===== src/rtl/pipe_ctrl.sv =====
// pipe_ctrl: central sequencer for the 5-stage core.
//   - arbitrates IF/ID/EX/MEM stall requests into one stall vector
//   - turns exceptions into a timed flush plus a PC load
//   - turns branch redirects into a PC load, held back while the PC is stalled
//   - sticky watchdog for a PC that stays frozen too long
// Build option: define PIPE_CTRL_PERF_EN to add the stall/flush performance counters.
//
// state   | meaning
// --------+--------------------------------------------------------------
// S_RUN   | pipeline advancing, no stall request seen on the last edge
// S_STALL | at least one stage held the pipeline on the last edge
// S_FLUSH | exception flush in progress, stall vector forced to zero
module pipe_ctrl #(
    parameter int ADDR_W       = 32,
    parameter int FLUSH_CYCLES = 1,
    parameter int WDOG_MAX     = 255
) (
    input  logic              clk,
    input  logic              rst,
    input  logic              i_stallreq_if,
    input  logic              i_stallreq_id,
    input  logic              i_stallreq_ex,
    input  logic              i_stallreq_mem,
    input  logic              i_excp_req,
    input  logic [ADDR_W-1:0] i_excp_pc,
    input  logic              i_redirect_req,
    input  logic [ADDR_W-1:0] i_redirect_pc,
    output logic [5:0]        o_stall,
    output logic              o_flush,
    output logic              o_pc_load,
    output logic [ADDR_W-1:0] o_new_pc,
    output logic              o_wdog_err,
    output logic [1:0]        o_state
`ifdef PIPE_CTRL_PERF_EN
    ,
    output logic [31:0]       o_perf_stall_cnt,
    output logic [31:0]       o_perf_flush_cnt
`endif
);

    typedef enum logic [1:0] {
        S_RUN   = 2'd0,
        S_STALL = 2'd1,
        S_FLUSH = 2'd2
    } state_t;

    // Flush timer is a down-counter: loaded on the exception, leaves FLUSH at zero.
    localparam logic [3:0]  FLUSH_LOAD = 4'(FLUSH_CYCLES - 1);
    localparam logic [15:0] WDOG_LIM   = 16'(WDOG_MAX);

    state_t            r_state;
    state_t            w_state_nxt;
    logic [3:0]        r_flush_cnt;
    logic [3:0]        w_flush_cnt_nxt;
    logic [5:0]        w_stall;
    logic              w_any_req;

    logic              r_pc_load;
    logic              w_pc_load_nxt;
    logic [ADDR_W-1:0] r_new_pc;
    logic [ADDR_W-1:0] w_new_pc_nxt;
    logic              r_pend;
    logic              w_pend_nxt;
    logic [ADDR_W-1:0] r_pend_pc;
    logic [ADDR_W-1:0] w_pend_pc_nxt;
    logic              w_redir_have;
    logic [ADDR_W-1:0] w_redir_tgt;

    logic [15:0]       r_wdog_cnt;
    logic [15:0]       w_wdog_cnt_nxt;
    logic              r_wdog_err;

    assign w_any_req = i_stallreq_if | i_stallreq_id | i_stallreq_ex | i_stallreq_mem;

    // Stall vector: deepest requesting stage freezes itself and everything upstream.
    always_comb begin
        w_stall = 6'b000000;
        if (r_state != S_FLUSH) begin
            if (i_stallreq_mem)     w_stall = 6'b011111;
            else if (i_stallreq_ex) w_stall = 6'b001111;
            else if (i_stallreq_id) w_stall = 6'b000111;
            else if (i_stallreq_if) w_stall = 6'b000011;
        end
    end

    // Next-state: an exception always (re)enters FLUSH and reloads the flush timer.
    always_comb begin
        w_state_nxt     = r_state;
        w_flush_cnt_nxt = r_flush_cnt;
        if (i_excp_req) begin
            w_state_nxt     = S_FLUSH;
            w_flush_cnt_nxt = FLUSH_LOAD;
        end else begin
            case (r_state)
                S_RUN: begin
                    if (w_any_req) w_state_nxt = S_STALL;
                end
                S_STALL: begin
                    if (!w_any_req) w_state_nxt = S_RUN;
                end
                S_FLUSH: begin
                    if (r_flush_cnt == 4'd0) w_state_nxt = S_RUN;
                    else                     w_flush_cnt_nxt = r_flush_cnt - 4'd1;
                end
                default: w_state_nxt = S_RUN;
            endcase
        end
    end

    // State register and flush timer.
    always_ff @(posedge clk) begin
        if (rst) begin
            r_state     <= S_RUN;
            r_flush_cnt <= 4'd0;
        end else begin
            r_state     <= w_state_nxt;
            r_flush_cnt <= w_flush_cnt_nxt;
        end
    end

    // PC-load arbitration: exception beats redirect; a redirect waits while the PC is
    // stalled, and also for one cycle after a load so pc_load never pulses back to back.
    always_comb begin
        w_redir_have  = i_redirect_req | r_pend;
        w_redir_tgt   = i_redirect_req ? i_redirect_pc : r_pend_pc;
        w_pc_load_nxt = 1'b0;
        w_new_pc_nxt  = r_new_pc;
        w_pend_nxt    = r_pend;
        w_pend_pc_nxt = r_pend_pc;
        if (i_excp_req) begin
            w_pc_load_nxt = 1'b1;
            w_new_pc_nxt  = i_excp_pc;
            w_pend_nxt    = 1'b0;
        end else if (r_state == S_FLUSH) begin
            w_pend_nxt    = 1'b0;
        end else if (w_redir_have && !w_stall[0] && !r_pc_load) begin
            w_pc_load_nxt = 1'b1;
            w_new_pc_nxt  = w_redir_tgt;
            w_pend_nxt    = 1'b0;
        end else if (i_redirect_req) begin
            w_pend_nxt    = 1'b1;
            w_pend_pc_nxt = i_redirect_pc;
        end
    end

    // PC-load command and pending redirect registers.
    always_ff @(posedge clk) begin
        if (rst) begin
            r_pc_load <= 1'b0;
            r_new_pc  <= '0;
            r_pend    <= 1'b0;
            r_pend_pc <= '0;
        end else begin
            r_pc_load <= w_pc_load_nxt;
            r_new_pc  <= w_new_pc_nxt;
            r_pend    <= w_pend_nxt;
            r_pend_pc <= w_pend_pc_nxt;
        end
    end

    // Watchdog: run length of consecutive PC stalls, saturating at the limit.
    always_comb begin
        w_wdog_cnt_nxt = 16'd0;
        if (w_stall[0]) begin
            w_wdog_cnt_nxt = (r_wdog_cnt == WDOG_LIM) ? r_wdog_cnt : r_wdog_cnt + 16'd1;
        end
    end

    // Watchdog counter and its sticky error flag.
    always_ff @(posedge clk) begin
        if (rst) begin
            r_wdog_cnt <= 16'd0;
            r_wdog_err <= 1'b0;
        end else begin
            r_wdog_cnt <= w_wdog_cnt_nxt;
            r_wdog_err <= r_wdog_err | (w_wdog_cnt_nxt == WDOG_LIM);
        end
    end

`ifdef PIPE_CTRL_PERF_EN
    logic [31:0] r_perf_stall_cnt;
    logic [31:0] r_perf_flush_cnt;

    // Free-running performance counters; every exception edge is a FLUSH entry.
    always_ff @(posedge clk) begin
        if (rst) begin
            r_perf_stall_cnt <= 32'd0;
            r_perf_flush_cnt <= 32'd0;
        end else begin
            if (w_stall[0]) r_perf_stall_cnt <= r_perf_stall_cnt + 32'd1;
            if (i_excp_req) r_perf_flush_cnt <= r_perf_flush_cnt + 32'd1;
        end
    end

    assign o_perf_stall_cnt = r_perf_stall_cnt;
    assign o_perf_flush_cnt = r_perf_flush_cnt;
`else
    // Performance counters not built.
`endif

    assign o_stall    = w_stall;
    assign o_flush    = (r_state == S_FLUSH);
    assign o_pc_load  = r_pc_load;
    assign o_new_pc   = r_new_pc;
    assign o_wdog_err = r_wdog_err;
    assign o_state    = r_state;

endmodule


===== config.mk =====
export PLATFORM = sky130hd
export DESIGN_NAME = pipe_ctrl
export DESIGN_NICKNAME = d
export VERILOG_FILES = /design/src/rtl/pipe_ctrl.sv
export SDC_FILE = /design/constraint.sdc
export NUM_CORES = 1
export LEC_CHECK = 0
export CAP_MARGIN = 10
export CORE_MARGIN = 2
export CORE_UTILIZATION = 40
export CTS_CLUSTER_SIZE = 12
export DETAILED_ROUTE_END_ITERATION = 7
export PLACE_DENSITY = 0.68
export SLEW_MARGIN = 20
export SYNTH_ARGS = -nofsm -noshare
export SYNTH_HDL_FRONTEND = slang
export SYNTH_SLANG_ARGS = --single-unit

===== constraint.sdc =====
create_clock -name clk -period 3.4 [get_ports clk]
set_clock_uncertainty 0.1 [all_clocks]
set_input_delay 0.68 -clock clk [delete_from_list [all_inputs] [get_ports clk]]
set_output_delay 0.68 -clock clk [all_outputs]
set_load 0.02 [all_outputs]

### Word-level counts from Yosys, hierarchy flattened

Cells that the tools add are included.

| operators by class | value |
|---|---|
| bitwise gates (word level) | 9 |
| $add $sub $neg | 2 |
| muxes and demuxes | 19 |
| eq/ne operators | 12 |
| reduce and logical (&&, ||, !) cells | 14 |

Operator list:

| kind | number |
|---|---|
| $mux 32 | 4 |
| $eq 16x8->1 const B | 2 |
| $mux 16 | 2 |
| $add 16x1->16 const B | 1 |
| $mux 2 | 5 |
| $mux 5 | 2 |
| $reduce_and 3->1 | 3 |
| $ne 2x2->1 const B | 4 |
| $ne 3x3->1 const B | 2 |
| $pmux 2 s3 | 1 |
| $or 1x1->1 | 5 |
| $logic_not 4->1 | 1 |
| $mux 4 | 1 |
| $not 1->1 | 4 |
| $reduce_and 2->1 | 2 |
| $reduce_or 4->1 | 1 |
| $sub 4x1->4 const B | 1 |
| $mux 1 | 3 |
| $mux 3 | 1 |
| $ne 3x2->1 const B | 1 |
| $eq 2x1->1 const B | 1 |
| $eq 2x2->1 const B | 1 |
| $logic_and 1x1->1 | 2 |
| $logic_not 1->1 | 2 |
| other kinds (4) | 4 |

| word-level totals | value |
|---|---|
| word-level logic and storage cells | 65 |
| register bits after elaboration | 89 |
| input port bits | 72 |

### Logic depth before layout (Yosys ltp)

| logic depth | value |
|---|---|
| depth after elaboration | 11 |
| depth in mapped cells | 9 |
| depth with buffers taken out | 7 |

### Worst setup path after synthesis

No wires, ideal clock.

| timing path | value |
|---|---|
| path kind | input to register |
| start point | input i_stallreq_if |
| end point | register r_pend_pc[4] |
| slack | 1068 ps |
| arrival time | 2100 ps |
| buffers on the path | 2 |
| stages | 8 |
| required time | 3168 ps |
| cells stage by stage | nor4_4 -> nor2_1 -> o31a_1 -> buf_2 -> and2_1 -> buf_2 -> nand2_1 -> a21oi_1 |

| on the way | value |
|---|---|
| cells in the longest elaborated chain, start to end | 10 |

Ends and longest elaborated chain:

| element | RTL line | RTL |
|---|---|---|
| start, declared | 20 | `input logic i_stallreq_if,` |
| $mux 2 | 82 | `else if (i_stallreq_if) w_stall = 6'b000011;` |
| $mux 3 | 81 | `else if (i_stallreq_id) w_stall = 6'b000111;` |
| $mux 4 | 80 | `else if (i_stallreq_ex) w_stall = 6'b001111;` |
| $mux 5 | 79 | `if (i_stallreq_mem) w_stall = 6'b011111;` |
| $mux 5 | 78 | `if (r_state != S_FLUSH) begin` |
| via o_stall[0] | 28 | `output logic [5:0] o_stall,` |
| $logic_not 1->1 | 136 | `end else if (w_redir_have && !w_stall[0] && !r_pc_load) begin` |
| $logic_and 1x1->1 (2 in a row) | 136 |  |
| $not 1->1 (no line) | -- |  |
| $reduce_and 3->1 (no line) | -- |  |
| end signal, assigned | 157 | `r_pend_pc <= w_pend_pc_nxt;` |
| end, declared | 64 | `logic [ADDR_W-1:0] r_pend_pc;` |

The timed path passes the listed nets, and every way through them passes these cells.
A chain may end at the register's enable or synchronous reset.

### Final worst setup path

| timing path | value |
|---|---|
| start point | input i_stallreq_mem |
| end point | output o_stall[1] |

| on the way | value |
|---|---|
| cells in the longest elaborated chain, start to end | 2 |

Ends and longest elaborated chain:

| element | RTL line | RTL |
|---|---|---|
| start, declared | 23 | `input logic i_stallreq_mem,` |
| $mux 5 | 79 |  |
| $mux 5 | 78 |  |
| end, declared | 28 |  |

Every way passes these cells.

==> summary.txt <==
Status
  – Outcome: complete, no violations

Finish
  – Layout area overhead: 32.46%
  – ANT cells: 0
  – Design area: approximately 5500 um2
  – Layout cells sized above 1: between 6 and 7%
  – Non-filler cells, final: between 700 and 800
  – Layout Nets: 667

Routing
  – WL per Instance: around 14 um
  – DRC Markers: 0
  – 1st-iter DRT viols: between 100 and 150
  – Via density per instance: between 5 and 6
  – WL final: 10,400 um
  – Remaining antenna violation count: 0
  – First-pass DRT Iterations: 4
  – Total number of vias: 3,793

Synth
  – Synth cell types: 46
  – EDFF count, synth: 0
  – Synth Flop Type: dfxtp_1
  – Synth Instances: ~500
  – Sequential element share of the synthesized area: 42.60%
  – Yosys warning count: 0
  – Mapped Area: 4183 um2
  – Synth Register Bits: between 80 and 90
  – Area contributors post-synth: dfxtp_1 43%, nor2_1 11%, a211oi_1 10%
  – Share of the synthesized area in the top cell type: between 40 and 50%
  – Asr flop ratio synth: 0%
  – Leading area contributor after synthesis: dfxtp_1
  – Syn_nets: 575
  – Syn_area_per_cell: between 8 and 9 um2

GRT
  – Antenna violations before repair: 0
  – Pin count of the biggest net entering global routing: approximately 70
  – First-pass GRT wire length: between 15,000 and 20,000 um
  – Overflow after GRT: 0
  – Vias in the first global route: between 3,000 and 4,000
  – Tot GR Track Use: between 10% and 20%

STA
  – Minimum clock period after layout: roughly 3 ns
  – Unrepaired setup endpoints after global routing: no
  – Fin Setup TNS: 0 ns
  – Fmax: between 300 and 400 MHz
  – Endpoints failing setup: 0
  – Tightest Pin Transition: between 0.7 and 0.8 ns
  – Fin. Hold Viols: 0
  – Final Cycle Share: 86.41%
  – Max-slew headroom: 49.65%
  – Pins Over Slew Limit: 0

Clock network
  – Clock buffer count from CTS: 9
  – CTS root buffer: clkbuf_8
  – Clk_lat worst skew: 0.35 ns
  – Post-CTS setup buffers: 0
  – CTS max path bufs: 2
  – Num Clock Sinks: 89
  – PostCTS Resize Cnt: 0
  – # hold bufs at CTS: 0
  – Clock transition at the registers of the reported paths: approximately 0.08 ns
  – CTS tree: done
  – H-Tree Depth: 3

Hold path
  – WHS Endpoint: r_pend_pc[30]
  – WHS Path Cells: 2
  – Start point of the worst hold path: r_pend_pc[30]
  – Hold Path Class: reg2reg

Worst setup path
  – WP data required: roughly 2.6 ns
  – Reg-to-reg slack, setup: around 0.97 ns
  – Reg2reg path depth: 7
  – Critical path class: in2out
  – Reg-to-Reg End: o_wdog_err
  – R2R Path Start: r_wdog_cnt[0]
  – CP endpoint kind: output port
  – Critical Path Fanout Max: 4
  – CP arrival: approximately 2.2 ns
  – Worst Setup Start Kind: input port

Place
  – Port bufs: about 110
  – Post-detail-place hpwl: around 7300 um
  – DP Area: roughly 5400 um2
  – Inst Count DP: about 720
  – GPL Wtd Cong: roughly 0.91

Die
  – Die Y: ~110 um
  – Starting Density: between 40% and 50%
  – I/O pin count: roughly 120
  – Die Area: 11,290 um2
  – Die W: roughly 110 um
  – Row Count: 37
  – Core ar.: 10,230 um2

Flow run
  – MaxCap Viol Count: 0

Power and ir drop
  – VDD IR-drop max: 211.8 uV
  – PD cells: 394.5 nW/um2
  – Static Leakage: between 2 and 2.5 nW
-- kinds of logic (layout without fill, tap and decap cells) --
kind of cell	after synthesis	count (layout)	synth area share, %
mux	32	32	7.658
flops	89	89	42.60
fa+ha+maj	2	2	0.5982
compound gates	119	119	18.79
xor+xnor	17	17	3.560
simple gates	193	193	21.33
other cells	1	1	0.08965
buf+inv	48	144	5.384
-- per-stage QoR --
stage	util, %	setup slack [ns]	hold WS, ns	total power, W
floorplan	-	1.068	0.3357	0.001367
global placement	52.46	0.4622	0.3428	0.001545
detailed placement	52.46	0.4504	0.3498	0.001553
CTS	54.15	0.4491	0.3652	0.002217
global route	54.15	0.3643	0.3798	0.002303
finish	54.15	0.4620	0.3652	0.002186
-- cell usage after synthesis (2+ instances only) --
cell type / instances
nand2_1: 29
mux2i_1: 32
xnor2_1: 9
buf_2: 15
nand4_2: 2
nor2_1: 119
nand3_1: 9
nor2b_1: 2
a21oi_1: 46
and3_1: 3
inv_1: 5
buf_1: 2
xor2_1: 8
nand4_1: 4
a211oi_1: 56
a31oi_1: 3
nor3_1: 7
and4_1: 3
buf_4: 5
ha_1: 2
dfxtp_1: 89
and2_1: 2
nor4_1: 2
nor4_2: 2
clkbuf_1: 20
o21bai_1: 2
nor4_4: 2
o21ai_0: 3
-- placed cells by master, fill, tap and decap left out, drive strengths merged, types with 13 or more instances in the layout --
master / netlist / layout
a211oi: 57 / 57
a21oi: 46 / 46
buf: 23 / 14
clkbuf: 20 / 13
clkdlybuf4s50: 0 / 110
dfxtp: 89 / 89
mux2i: 32 / 32
nand2: 30 / 30
nor2: 119 / 119
-- report_power, final --
group	switching, W	internal [W]	total, W
clock	0.000355	0.000303	0.000658
combinational	0.000195	0.000202	0.000397
sequential	0.0000326	0.00110	0.00113
total	0.000583	0.00160	0.00219
-- critical path, cell delays in order --
cell             delay (ns)
clkdlybuf4s50_1        0.56
nor4_4                 0.05
nor2_1                 0.21
clkdlybuf4s50_1        0.65
-- flip-flops by register name (all words and copies together), names as in the netlist --
| register | flops |
|---|---|
| r_pend_pc | 32 |
| o_pc_load | 1 |
| r_wdog_cnt | 16 |
| o_new_pc | 32 |
| o_state | 2 |
| r_flush_cnt | 4 |
| r_pend | 1 |
| o_wdog_err | 1 |
-- area by class of cell --
cell class / instances / area [um2]
clock buffer: 13 / 158.9
clock inverter: 2 / 13.76
fill: 945 / 4691
inverter: 5 / 18.77
multi-input combinational: 364 / 2186
sequential: 89 / 1782
tap: 136 / 170.2
timing repair buffer: 124 / 1211
-- worst max-delay path by stage --
stage | from | endpoint | slack, ns | cells past startpoint
6_report | i_stallreq_mem | o_stall[1] | 0.46 | 4
5_1_grt | i_stallreq_mem | o_stall[1] | 0.36 | 4
4_1_cts | i_stallreq_mem | o_stall[1] | 0.45 | 4
3_5_place_dp | i_stallreq_mem | o_stall[1] | 0.45 | 4
3_3_place_gp | i_stallreq_mem | o_stall[1] | 0.46 | 4
2_1_floorplan | i_stallreq_if | r_pend_pc[4] | 1.07 | 8
-- per-layer routing --
layer | global-route usage, % | up-vias | share of wire [%]
met5 | 0 | - | 0
met4 | 4.887 | 0 | 0.59
met3 | 7.848 | 6 | 6.9
met1 | 22.90 | 1760 | 45
met2 | 30.31 | 85 | 48
li1 | - | 1942 | -
Power figures use the tool's default switching activity.
